--- src/rtl/roc_ddr_pkg.sv ---
// Shared encodings for the TEMPFIFO -> DDR3 write scheduler.
// Optional partial-burst flush is enabled by defining TEMPFIFO_FLUSH_EN.
package roc_ddr_pkg;

  typedef enum logic [2:0] {
    IDLE = 3'd0,
    REQ  = 3'd1,
    DATA = 3'd2,
    RESP = 3'd3,
    FULL = 3'd4
  } wrState_e;

  localparam int WORD_BYTES = 8;
  localparam int LEN_W      = 9;

endpackage

--- src/rtl/ddr_wr_addr_gen.sv ---
// Burst address and committed-word counters for the DDR write scheduler,
// plus the region-full look-ahead compare. Unaffected by TEMPFIFO_FLUSH_EN.
module ddr_wr_addr_gen
  import roc_ddr_pkg::*;
#(
  parameter int unsigned ADDR_W    = 32,
  parameter int unsigned BURST_LEN = 16,
  parameter logic [ADDR_W-1:0] BASE_ADDR = '0,
  parameter logic [31:0] MEM_WORDS = 32'h100000
) (
  input  logic              digiclk_i,
  input  logic              reset,
  input  logic              rewind_i,
  input  logic              commit_i,
  input  logic [LEN_W-1:0]  len_i,
  output logic [ADDR_W-1:0] addr_o,
  output logic [31:0]       words_o,
  output logic              fullNext_o
);

  logic [ADDR_W-1:0] addr_q, addr_d;
  logic [31:0]       words_q, words_d;
  logic [32:0]       wordsAhead;

  always_comb begin
    addr_d  = addr_q;
    words_d = words_q;
    if (rewind_i) begin
      addr_d  = BASE_ADDR;
      words_d = '0;
    end else if (commit_i) begin
      addr_d  = addr_q + ADDR_W'(len_i) * ADDR_W'(WORD_BYTES);
      words_d = words_q + 32'(len_i);
    end
  end

  // Room check for the burst after the one being committed now.
  assign wordsAhead = {1'b0, words_q} + 33'(len_i) + 33'(BURST_LEN);
  assign fullNext_o = wordsAhead > {1'b0, MEM_WORDS};

  always_ff @(posedge digiclk_i or posedge reset) begin
    if (reset) begin
      addr_q  <= BASE_ADDR;
      words_q <= '0;
    end else begin
      addr_q  <= addr_d;
      words_q <= words_d;
    end
  end

  assign addr_o  = addr_q;
  assign words_o = words_q;

endmodule

--- src/rtl/tempfifo_ddr_wr_sched.sv ---
// Drains the FWFT TEMPFIFO into DDR3 as fixed-length write bursts.
// Define TEMPFIFO_FLUSH_EN to allow flush_i to issue a short burst.
module tempfifo_ddr_wr_sched
  import roc_ddr_pkg::*;
#(
  parameter int unsigned BURST_LEN = 16,
  parameter int unsigned ADDR_W    = 32,
  parameter int unsigned CNT_W     = 11,
  parameter logic [ADDR_W-1:0] BASE_ADDR = '0,
  parameter logic [31:0] MEM_WORDS = 32'h100000
) (
  input  logic              digiclk_i,
  input  logic              reset,
  input  logic              enable_i,
  input  logic              restart_i,
  input  logic              flush_i,
  input  logic [CNT_W-1:0]  tempfifo_rdcnt,
  input  logic              tempfifo_empty,
  input  logic [63:0]       tempfifo_data,
  output logic              tempfifo_re,
  output logic              wr_req_o,
  output logic [ADDR_W-1:0] wr_addr_o,
  output logic [LEN_W-1:0]  wr_len_o,
  input  logic              wr_ack_i,
  output logic              wr_valid_o,
  output logic [63:0]       wr_data_o,
  input  logic              wr_ready_i,
  input  logic              wr_done_i,
  output logic              last_write_o,
  output logic [31:0]       words_written_o,
  output logic              busy_o
);

  localparam logic [CNT_W-1:0] BurstCnt = CNT_W'(BURST_LEN);
  localparam logic [LEN_W-1:0] LenBurst = LEN_W'(BURST_LEN);

  wrState_e         state_q;
  logic             wrReq_q;
  logic [LEN_W-1:0] wrLen_q;
  logic [LEN_W-1:0] beatCnt_q;
  logic             lastWrite_q;
  logic             beat;
  logic             rewind;
  logic             commit;
  logic             fullNext;
  logic             fullBurstReady;

`ifdef TEMPFIFO_FLUSH_EN
  logic flushReady;
  assign flushReady = enable_i && flush_i && (tempfifo_rdcnt != '0) &&
                      (tempfifo_rdcnt < BurstCnt);
`else
  logic unusedFlush;
  assign unusedFlush = flush_i;
`endif

  assign fullBurstReady = enable_i && (tempfifo_rdcnt >= BurstCnt);
  assign beat   = (state_q == DATA) && !tempfifo_empty && wr_ready_i;
  assign rewind = restart_i && ((state_q == IDLE) || (state_q == FULL));
  assign commit = (state_q == RESP) && wr_done_i;

  always_ff @(posedge digiclk_i or posedge reset) begin
    if (reset) begin
      state_q     <= IDLE;
      wrReq_q     <= 1'b0;
      wrLen_q     <= LenBurst;
      beatCnt_q   <= '0;
      lastWrite_q <= 1'b0;
    end else begin
      case (state_q)
        IDLE: begin
          if (restart_i) begin
            lastWrite_q <= 1'b0;
          end else if (fullBurstReady) begin
            state_q   <= REQ;
            wrReq_q   <= 1'b1;
            wrLen_q   <= LenBurst;
            beatCnt_q <= '0;
`ifdef TEMPFIFO_FLUSH_EN
          end else if (flushReady) begin
            state_q   <= REQ;
            wrReq_q   <= 1'b1;
            wrLen_q   <= LEN_W'(tempfifo_rdcnt);
            beatCnt_q <= '0;
`endif
          end
        end
        REQ: begin
          if (wr_ack_i) begin
            state_q <= DATA;
            wrReq_q <= 1'b0;
          end
        end
        DATA: begin
          if (beat) begin
            if (beatCnt_q == wrLen_q - LEN_W'(1)) begin
              state_q   <= RESP;
              beatCnt_q <= '0;
            end else begin
              beatCnt_q <= beatCnt_q + LEN_W'(1);
            end
          end
        end
        RESP: begin
          if (wr_done_i) begin
            if (fullNext) begin
              state_q     <= FULL;
              lastWrite_q <= 1'b1;
            end else begin
              state_q <= IDLE;
            end
          end
        end
        FULL: begin
          if (restart_i) begin
            state_q     <= IDLE;
            lastWrite_q <= 1'b0;
          end
        end
        default: begin
          state_q <= IDLE;
          wrReq_q <= 1'b0;
        end
      endcase
    end
  end

  ddr_wr_addr_gen #(
    .ADDR_W    (ADDR_W),
    .BURST_LEN (BURST_LEN),
    .BASE_ADDR (BASE_ADDR),
    .MEM_WORDS (MEM_WORDS)
  ) u_addr_gen (
    .digiclk_i  (digiclk_i),
    .reset      (reset),
    .rewind_i   (rewind),
    .commit_i   (commit),
    .len_i      (wrLen_q),
    .addr_o     (wr_addr_o),
    .words_o    (words_written_o),
    .fullNext_o (fullNext)
  );

  assign tempfifo_re  = beat;
  assign wr_valid_o   = (state_q == DATA) && !tempfifo_empty;
  assign wr_data_o    = tempfifo_data;
  assign wr_req_o     = wrReq_q;
  assign wr_len_o     = wrLen_q;
  assign last_write_o = lastWrite_q;
  assign busy_o       = (state_q == REQ) || (state_q == DATA) || (state_q == RESP);

endmodule

--- config.mk ---
export PLATFORM = sky130hd
export DESIGN_NAME = tempfifo_ddr_wr_sched
export DESIGN_NICKNAME = d
export VERILOG_FILES = /design/src/rtl/roc_ddr_pkg.sv /design/src/rtl/ddr_wr_addr_gen.sv /design/src/rtl/tempfifo_ddr_wr_sched.sv
export SDC_FILE = /design/constraint.sdc
export NUM_CORES = 1
export LEC_CHECK = 0
export CORE_UTILIZATION = 42
export DETAILED_ROUTE_END_ITERATION = 8
export PLACE_DENSITY = 0.89
export SYNTH_ARGS = -nofsm -noshare
export SYNTH_HDL_FRONTEND = slang
export SYNTH_SLANG_ARGS = --single-unit
--- constraint.sdc ---
create_clock -name digiclk_i -period 3.8 [get_ports digiclk_i]
set_clock_uncertainty 0.05 [all_clocks]
set_input_delay 0.76 -clock digiclk_i [delete_from_list [all_inputs] [get_ports digiclk_i]]
set_output_delay 0.76 -clock digiclk_i [all_outputs]
set_load 0.05 [all_outputs]
==> reports/qor.log, run 1 <==
[routing] total number of vias 3708
[clock_network] Resize count post-CTS 0
[floorplanning] Starting Density 43.2%
[sta] accumulated negative setup slack 0 ns
[clock_network] Skew-Pair Late Insertion Delay 0.34 ns
[worst_hold_path] worst hold-check path type reg2reg
[grt] met2 Use GR 30.5%
[routing] routed len/inst 15.4 um
[clock_network] CTS Root Buffer Type clkbuf_8
[clock_network] Post-CTS Setup Repair Bufs 0
[logic_synthesis] library cell occupying the most area in the post-synthesis netlist dfrtp_1
[logic_synthesis] sequential fraction of the synthesis area 35.6%
[sta] RSZ-0062 raised after global routing false
[routing] starting DRC count in detailed routing 260
[run] max-capacitance violation count 0
[grt] M1 GR Usage 22.8%
[sta] number of hold-slack violations in the final timing report 0
[sta] share of the clock period used by the worst path 82.7%
[logic_synthesis] EDFF count, synth 0
[logic_synthesis] number of instances in the synthesized netlist 538
[routing] 1st-pass router iterations 4
[sta] Worst slew margin 55.1%
[grt] pin count of the biggest net entering global routing 33
[clock_network] H-tree lvl count 3
[floorplanning] chip width 108 um
[sta] post-route worst setup slack 0.657 ns
[clock_network] number of buffers created by CTS 9
[placed_design] setup slack after placement 0.634 ns
[setup_path] Buf/Inv on CP 1
[clock_network] # clock sinks 67
[setup_path] family with the most delay on the worst path buffers and inverters
[routing] Final ANT Viol Nets 0
[grt] initial antenna violation count 0
[logic_synthesis] Synth Flop Type dfrtp_1
[grt] total routing resource utilization after global routing 18.4%
[final_layout] post-route standard cell area excluding fillers 5090 um2
[grt] number of global-route vias before repair 3690
[final_layout] area growth from synthesis to layout 8.25%
[setup_path] endpoint kind of the worst setup timing path primary output
[final_layout] fraction of final layout cells with drive strength greater than 1 7.45%
[floorplanning] count of standard-cell rows 38
[logic_synthesis] yosys synthesis warning count 0
[clock_network] CTS Buffer Depth 2
[grt] met3 routing resource usage after global routing 3.69%
[floorplanning] die area 11600 um2
[grt] total gr overflow 0
[logic_synthesis] top area cells in the synthesized netlist dfrtp_1 (36%), buf_4 (14%), nor2_1 (5.8%)
[setup_path] delay of the slowest critical-path stage 0.86 ns
[setup_path] type of the setup path with the least slack reg2out
[routing] detailed-route vias per instance 5.48
[power] static leakage power 2.09 nW
[logic_synthesis] top cell type's share of synthesized area 35.6%
[routing] sum of routed wire length over all layers 10400 um
[placed_design] area post-placement 4890 um2
[status] status completed
[final_layout] post-layout net count 621
[final_layout] area taken by multi-input logic gates 2220 um2
[setup_path] startpoint class of the critical path register
[setup_path] crit path DAT 2.33 ns
[sta] transition at the pin with the smallest max-transition slack 0.673 ns
[floorplanning] number of primary I/O pins 226
[placed_design] Routability Congestion 0.905
[setup_path] Crit-path slowest cell clkdlybuf4s50_1
[logic_synthesis] Syn Std Cell Area 4700 um2
[floorplanning] floorplan die height 108 um
[placed_design] # port buffers 72
[logic_synthesis] async set-reset flop share out of synthesis 100%
[logic_synthesis] total of flip-flops plus latches after synthesis 67
[clock_network] Clk pin slew, worst setup/hold paths 0.08 ns
[clock_network] TritonCTS clock tree yes
[logic_synthesis] Synth cell types 58
[setup_path] top fanout value on the critical path 13
[floorplanning] area of the core region 10900 um2
[setup_path] Critical Path, Cell by Cell nor2_1 > nand2_1 > nor3b_1 > clkdlybuf4s50_1
[final_layout] ant diodes 0
[power] worst voltage drop across the vdd grid 0.000209 V
[sta] final slew viol count 0
[sta] count of final setup violators 0
[routing] DRC violations left 0
[power] total design power 1.91 mW
[final_layout] register area 1680 um2
[clock_network] count of hold-fix buffers inserted at cts 0
[setup_path] worst endpoint required time 2.99 ns
[logic_synthesis] average size of a mapped cell 8.74 um2
[grt] most used routing layer in global routing met2
[grt] global-route wire length before repair 17100 um
[power] power density of the placed cells 375 nW/um2
[sta] Max Freq 0.318 GHz
[sta] shortest period the worst path allows 3.14 ns
[placed_design] Detail Placement HPWL 7670 um
[final_layout] Filler Cells Inserted 999
[final cells by class]
| class | instances | share of cell area [%] |
|---|---|---|
| clock buffers | 11 | 2.78 |
| multi-input cells | 363 | 43.6 |
| inverters | 12 | 0.885 |
| repair buffers | 79 | 15.2 |
| well taps | 140 | 3.44 |
| clock inverters | 5 | 1.20 |
| flip-flops and latches | 67 | 32.9 |
[sequential cells by signal, summed over array words and instances, names as in the netlist]
name and cells:
state_q 3, beatCnt_q 9, u_addr_gen.words_o 28, wr_req_o 1
u_addr_gen.addr_o 25, last_write_o 1
[cell usage after synthesis (all sizes together) (2+ instances only)]
cell type	instances
conb	2
a2111oi	3
o21ai	19
nor3b	3
a21oi	13
or3	10
ha	5
nand3	26
dfrtp	67
a22o	2
o211ai	4
clkbuf	11
and4	5
xor2	28
or2	5
nand4	22
nand2	34
and3	6
nor2	73
nor3	20
nor4	11
o21a	2
xnor2	25
mux2i	2
or4	4
inv	12
a31oi	2
nand4b	2
buf	103
[cells by family after synthesis]
| family | after synthesis | share of synthesized area [%] |
|---|---|---|
| flops | 67 | 35.6 |
| mux | 3 | 0.665 |
| buf+inv | 126 | 18.7 |
| simple gates | 224 | 25.1 |
| compound gates | 58 | 8.49 |
| xor+xnor | 53 | 9.87 |
| fa+ha+maj | 5 | 1.33 |
| other cells | 2 | 0.160 |
[routing by layer]
layer,routed length (um),vias to the layer above
met4,178,0
met3,601,22
met1,4470,1824
met5,0,-
met2,5150,136
li1,-,1726
[through the flow]
step | util (%) | hold WS (ns) | std cells
2_1_floorplan | - | 0.426 | 556
3_3_place_gp | 44.9 | 0.440 | 661
3_5_place_dp | 44.9 | 0.487 | 661
4_1_cts | 46.8 | 0.506 | 677
5_1_grt | 46.8 | 0.520 | 677
6_report | 46.8 | 0.497 | 677
[power by group]
group	internal [mW]	switching, mW
Clock	0.325	0.284
Combinational	0.145	0.332
Sequential	0.749	0.0757
[cells in the final DEF, fill, tap and decap left out, drive strengths merged, types with 20 or more instances in the layout]
master          n
clkdlybuf4s50  72
conb           20
nand2          34
nand3          26
nor2           73
xor2           28
nor3           20
nand4          22
dfrtp          67
xnor2          25
[worst min-delay path: stages (launching register included)]
cell	delay [ns]
dfrtp_1	0.37
nand2_1	0.05
o21ai_0	0.08
[path summary, 6_finish.rpt]
path | to | slack (ns) | from | cells past startpoint
worst max-delay path | tempfifo_re | 0.66 | state_q[0]$_DFFE_PP0P_ | 4
worst min-delay path | beatCnt_q[1]$_DFFE_PP0P_ | 0.50 | beatCnt_q[1]$_DFFE_PP0P_ | 2
worst max register to register | last_write_o$_DFFE_PP0P_ | 0.80 | u_addr_gen.words_o[5]$_DFFE_PP0P_ | 7
worst min register to register | beatCnt_q[1]$_DFFE_PP0P_ | 0.50 | beatCnt_q[1]$_DFFE_PP0P_ | 2
max in group asynchronous | u_addr_gen.addr_o[28]$_DFFE_PP0P_ | 2.14 | reset | 3
min in group asynchronous | beatCnt_q[3]$_DFFE_PP0P_ | 0.80 | reset | 2
(Power assumes the default switching activity.)
==> run 2, diff against run 1 <==
==> constraint.sdc (replaced) <==
create_clock -name digiclk_i -period 3.14 [get_ports digiclk_i]
set_clock_uncertainty 0.05 [all_clocks]
set_input_delay 0.628 -clock digiclk_i [delete_from_list [all_inputs] [get_ports digiclk_i]]
set_output_delay 0.628 -clock digiclk_i [all_outputs]
set_load 0.05 [all_outputs]
==> reports/qor.log, run 2 (synthesis gave the netlist of run 1 again) <==
[status] status completed [unchanged]
[worst_hold_path] worst-case hold path end point wr_req_o$_DFFE_PP0P_ [was beatCnt_q[1]$_DFFE_PP0P_]
[grt] global-route wire length before repair 17400 um [was 17100 um]
[power] power density of the placed cells 468 nW/um2 [was 375 nW/um2]
[setup_path] reg-to-reg startpoint u_addr_gen.words_o[6]$_DFFE_PP0P_ [was u_addr_gen.words_o[5]$_DFFE_PP0P_]
[routing] routed len/inst 15.4 um [about the same]
[clock_network] Clk pin slew, worst setup/hold paths 0.08 ns [about the same]
[final_layout] fraction of final layout cells with drive strength greater than 1 8.50% [was 7.45%]
[sta] final slew viol count 0 [unchanged]
[power] static leakage power 2.13 nW [was 2.09 nW]
[final_layout] commonest cells after routing, fill and taps aside nor2_1 (73), clkdlybuf4s50_1 (71), dfrtp_1 (67) [was nor2_1 (73), clkdlybuf4s50_1 (72), dfrtp_1 (67)]
[worst_hold_path] worst hold-check path type reg2reg [unchanged]
[final_layout] area taken by multi-input logic gates 2220 um2 [unchanged]
[sta] shortest period the worst path allows 2.83 ns
[sta] RSZ-0062 raised after global routing false [unchanged]
[power] part of the total power dissipated in the clock network 34.0% [was 31.9%]
[clock_network] Resize count post-CTS 0 [unchanged]
[setup_path] type of the setup path with the least slack reg2out [unchanged]
[floorplanning] count of standard-cell rows 38 [unchanged]
[setup_path] R2R Path End state_q[2]$_DFFE_PP0P_ [was last_write_o$_DFFE_PP0P_]
[floorplanning] chip width 108 um [unchanged]
[sta] accumulated negative setup slack 0 ns [unchanged]
[sta] tightest hold margin 0.495 ns [was 0.497 ns]
[power] fraction of power spent switching nets 35.9% [was 36.2%]
[final_layout] flip-flop count of the largest register, all copies and words added 28 [unchanged]
[power] internal power contribution 1.54 mW [was 1.22 mW]
[sta] Max Freq 0.353 GHz
[final_layout] post-layout net count 625 [was 621]
[routing] 1st-pass router iterations 4 [unchanged]
[clock_network] # clock sinks 67 [unchanged]
[setup_path] startpoint class of the critical path register [unchanged]
[final_layout] register area 1680 um2 [unchanged]
[grt] initial antenna violation count 0 [unchanged]
[clock_network] TritonCTS clock tree yes [unchanged]
[placed_design] # port buffers 72 [unchanged]
[sta] transition at the pin with the smallest max-transition slack 0.549 ns [was 0.673 ns]
[power] fraction of power consumed by combinational cells 24.9% [was 25.0%]
[clock_network] CTS Root Buffer Type clkbuf_8 [unchanged]
[final_layout] area growth from synthesis to layout 9.55% [was 8.25%]
[grt] pin count of the biggest net entering global routing 68 [was 33]
[clock_network] Post-CTS Setup Repair Bufs 0 [unchanged]
[clock_network] count of hold-fix buffers inserted at cts 0 [unchanged]
[placed_design] Detail Placement HPWL 7500 um [was 7670 um]
[floorplanning] Starting Density 43.2% [unchanged]
[floorplanning] number of primary I/O pins 226 [unchanged]
[routing] Final ANT Viol Nets 0 [unchanged]
[setup_path] top fanout value on the critical path 13 [unchanged]
[final_layout] ant diodes 0 [unchanged]
[routing] starting DRC count in detailed routing 212 [was 260]
[setup_path] Reg2Reg Setup Slack 0.34 ns [was 0.80 ns]
[grt] total gr overflow 0 [unchanged]
[grt] total routing resource utilization after global routing 19.1% [was 18.4%]
[worst_hold_path] beginning of the worst hold path wr_req_o$_DFFE_PP0P_ [was beatCnt_q[1]$_DFFE_PP0P_]
[worst_hold_path] cell depth of the worst hold path 1 [was 2]
[final_layout] most common library cell in the layout ignoring fill and taps nor2_1 [unchanged]
[clock_network] H-tree lvl count 3 [unchanged]
[sta] count of final setup violators 0 [unchanged]
[run] max-capacitance violation count 0 [unchanged]
[power] worst voltage drop across the vdd grid 0.000267 V [was 0.000209 V]
[routing] sum of routed wire length over all layers 10500 um [was 10400 um]
[sta] number of hold-slack violations in the final timing report 0 [unchanged]
[clock_network] Skew-Pair Late Insertion Delay 0.36 ns [was 0.34 ns]
[floorplanning] floorplan die height 108 um [unchanged]
[sta] Worst slew margin 63.1% [was 55.1%]
[routing] detailed-route vias per instance 5.47 [was 5.48]
[setup_path] worst r2r path cells 7 [unchanged]
[final_layout] Filler Cells Inserted 1020 [was 999]
[power] net switching power 0.867 mW [was 0.692 mW]
[routing] DRC violations left 0 [unchanged]
[placed_design] Routability Congestion 0.935 [was 0.905]
[clock_network] CTS Buffer Depth 2 [unchanged]
[setup_path] endpoint kind of the worst setup timing path primary output [unchanged]
[setup_path] worst endpoint required time 2.46 ns [was 2.99 ns]
[clock_network] number of buffers created by CTS 9 [unchanged]
[grt] number of global-route vias before repair 3644 [was 3690]
[floorplanning] die area 11600 um2 [unchanged]
[power] total design power 2.41 mW [was 1.91 mW]
[power] sequential fraction of design power 41.1% [was 43.1%]
[sta] share of the clock period used by the worst path 90.2%
[floorplanning] area of the core region 10900 um2 [unchanged]
[routing] total number of vias 3724 [was 3708]
[setup_path] crit path DAT 2.15 ns [was 2.33 ns]
-- run 2: changes by cell type in the layout (fill, tap and decap cells not counted) --
| cell | change |
|---|---|
| clkbuf_1 | -1 |
| clkbuf_8 | -1 |
| bufinv_16 | +1 |
| clkdlybuf4s50_1 | -1 |
| buf_12 | +1 |
| buf_4 | +4 |
| inv_6 | +1 |
-- run 2: metrics by stage --
step	setup slack (ns)	cells	utilization (%)	instance area, um2
6_report	0.309	681	47.3	5150
5_1_grt	0.163	681	47.3	5150
4_1_cts	0.283	681	47.3	5150
3_5_place_dp	0.205	665	45.3	4930
3_3_place_gp	0.183	665	45.3	4930
2_1_floorplan	0.131	556	-	4770
-- run 2: power groups by stage --
stage	combinational (mW)	sequential [mW]	clock (mW)
global placement	0.582	1.00	0
global route	0.650	1.00	0.873
CTS	0.604	0.991	0.839
finish	0.601	0.991	0.819
detailed placement	0.602	1.01	0
floorplan	0.603	1.04	0
-- run 2: final cells by class --
cell class                 instances  share of cell area, %
timing repair buffer              83                   15.8
clock buffer                       9                   2.40
multi-input combinational        363                   43.1
tap                              140                   3.40
sequential                        67                   32.5
clock inverter                     7                   1.94
inverter                          12                  0.874
-- run 2: layer usage --
metal	track usage, %	share of wire [%]	vias to the layer above
met5	0	0	-
met4	10.6	2.8	0
met3	5.51	6.4	28
met2	30.4	48	144
met1	23.3	43	1812
li1	-	-	1740
-- run 2: worst max-delay path by stage --
stage	depth (start not counted)	end	from	slack (ns)
after floorplan	7	last_write_o$_DFFE_PP0P_	u_addr_gen.words_o[5]$_DFFE_PP0P_	0.13
after global placement	7	u_addr_gen.addr_o[31]$_DFFE_PP0P_	wr_done_i	0.18
after detailed placement	7	u_addr_gen.addr_o[31]$_DFFE_PP0P_	wr_done_i	0.20
after CTS	4	wr_valid_o	state_q[0]$_DFFE_PP0P_	0.28
after global routing	4	wr_valid_o	state_q[0]$_DFFE_PP0P_	0.16
final	4	wr_valid_o	state_q[0]$_DFFE_PP0P_	0.31
-- run 2: critical path, cell delays in order, from the launching register on --
cell             delay [ns]
dfrtp_1                0.52
nor2_1                 0.20
nand2_1                0.13
nor2_1                 0.13
clkdlybuf4s50_1        0.81
==> run 3, diff against run 2 <==
--- a/config.mk
+++ b/config.mk
@@ -8,6 +8,8 @@
 export CORE_UTILIZATION = 42
 export DETAILED_ROUTE_END_ITERATION = 8
 export PLACE_DENSITY = 0.89
+export SETUP_SLACK_MARGIN = 0.1
+export SLEW_MARGIN = 20
 export SYNTH_ARGS = -nofsm -noshare
 export SYNTH_HDL_FRONTEND = slang
 export SYNTH_SLANG_ARGS = --single-unit
==> results of run 3 <==
No change in the layout: final DEF, timing and power equal those of run 2.
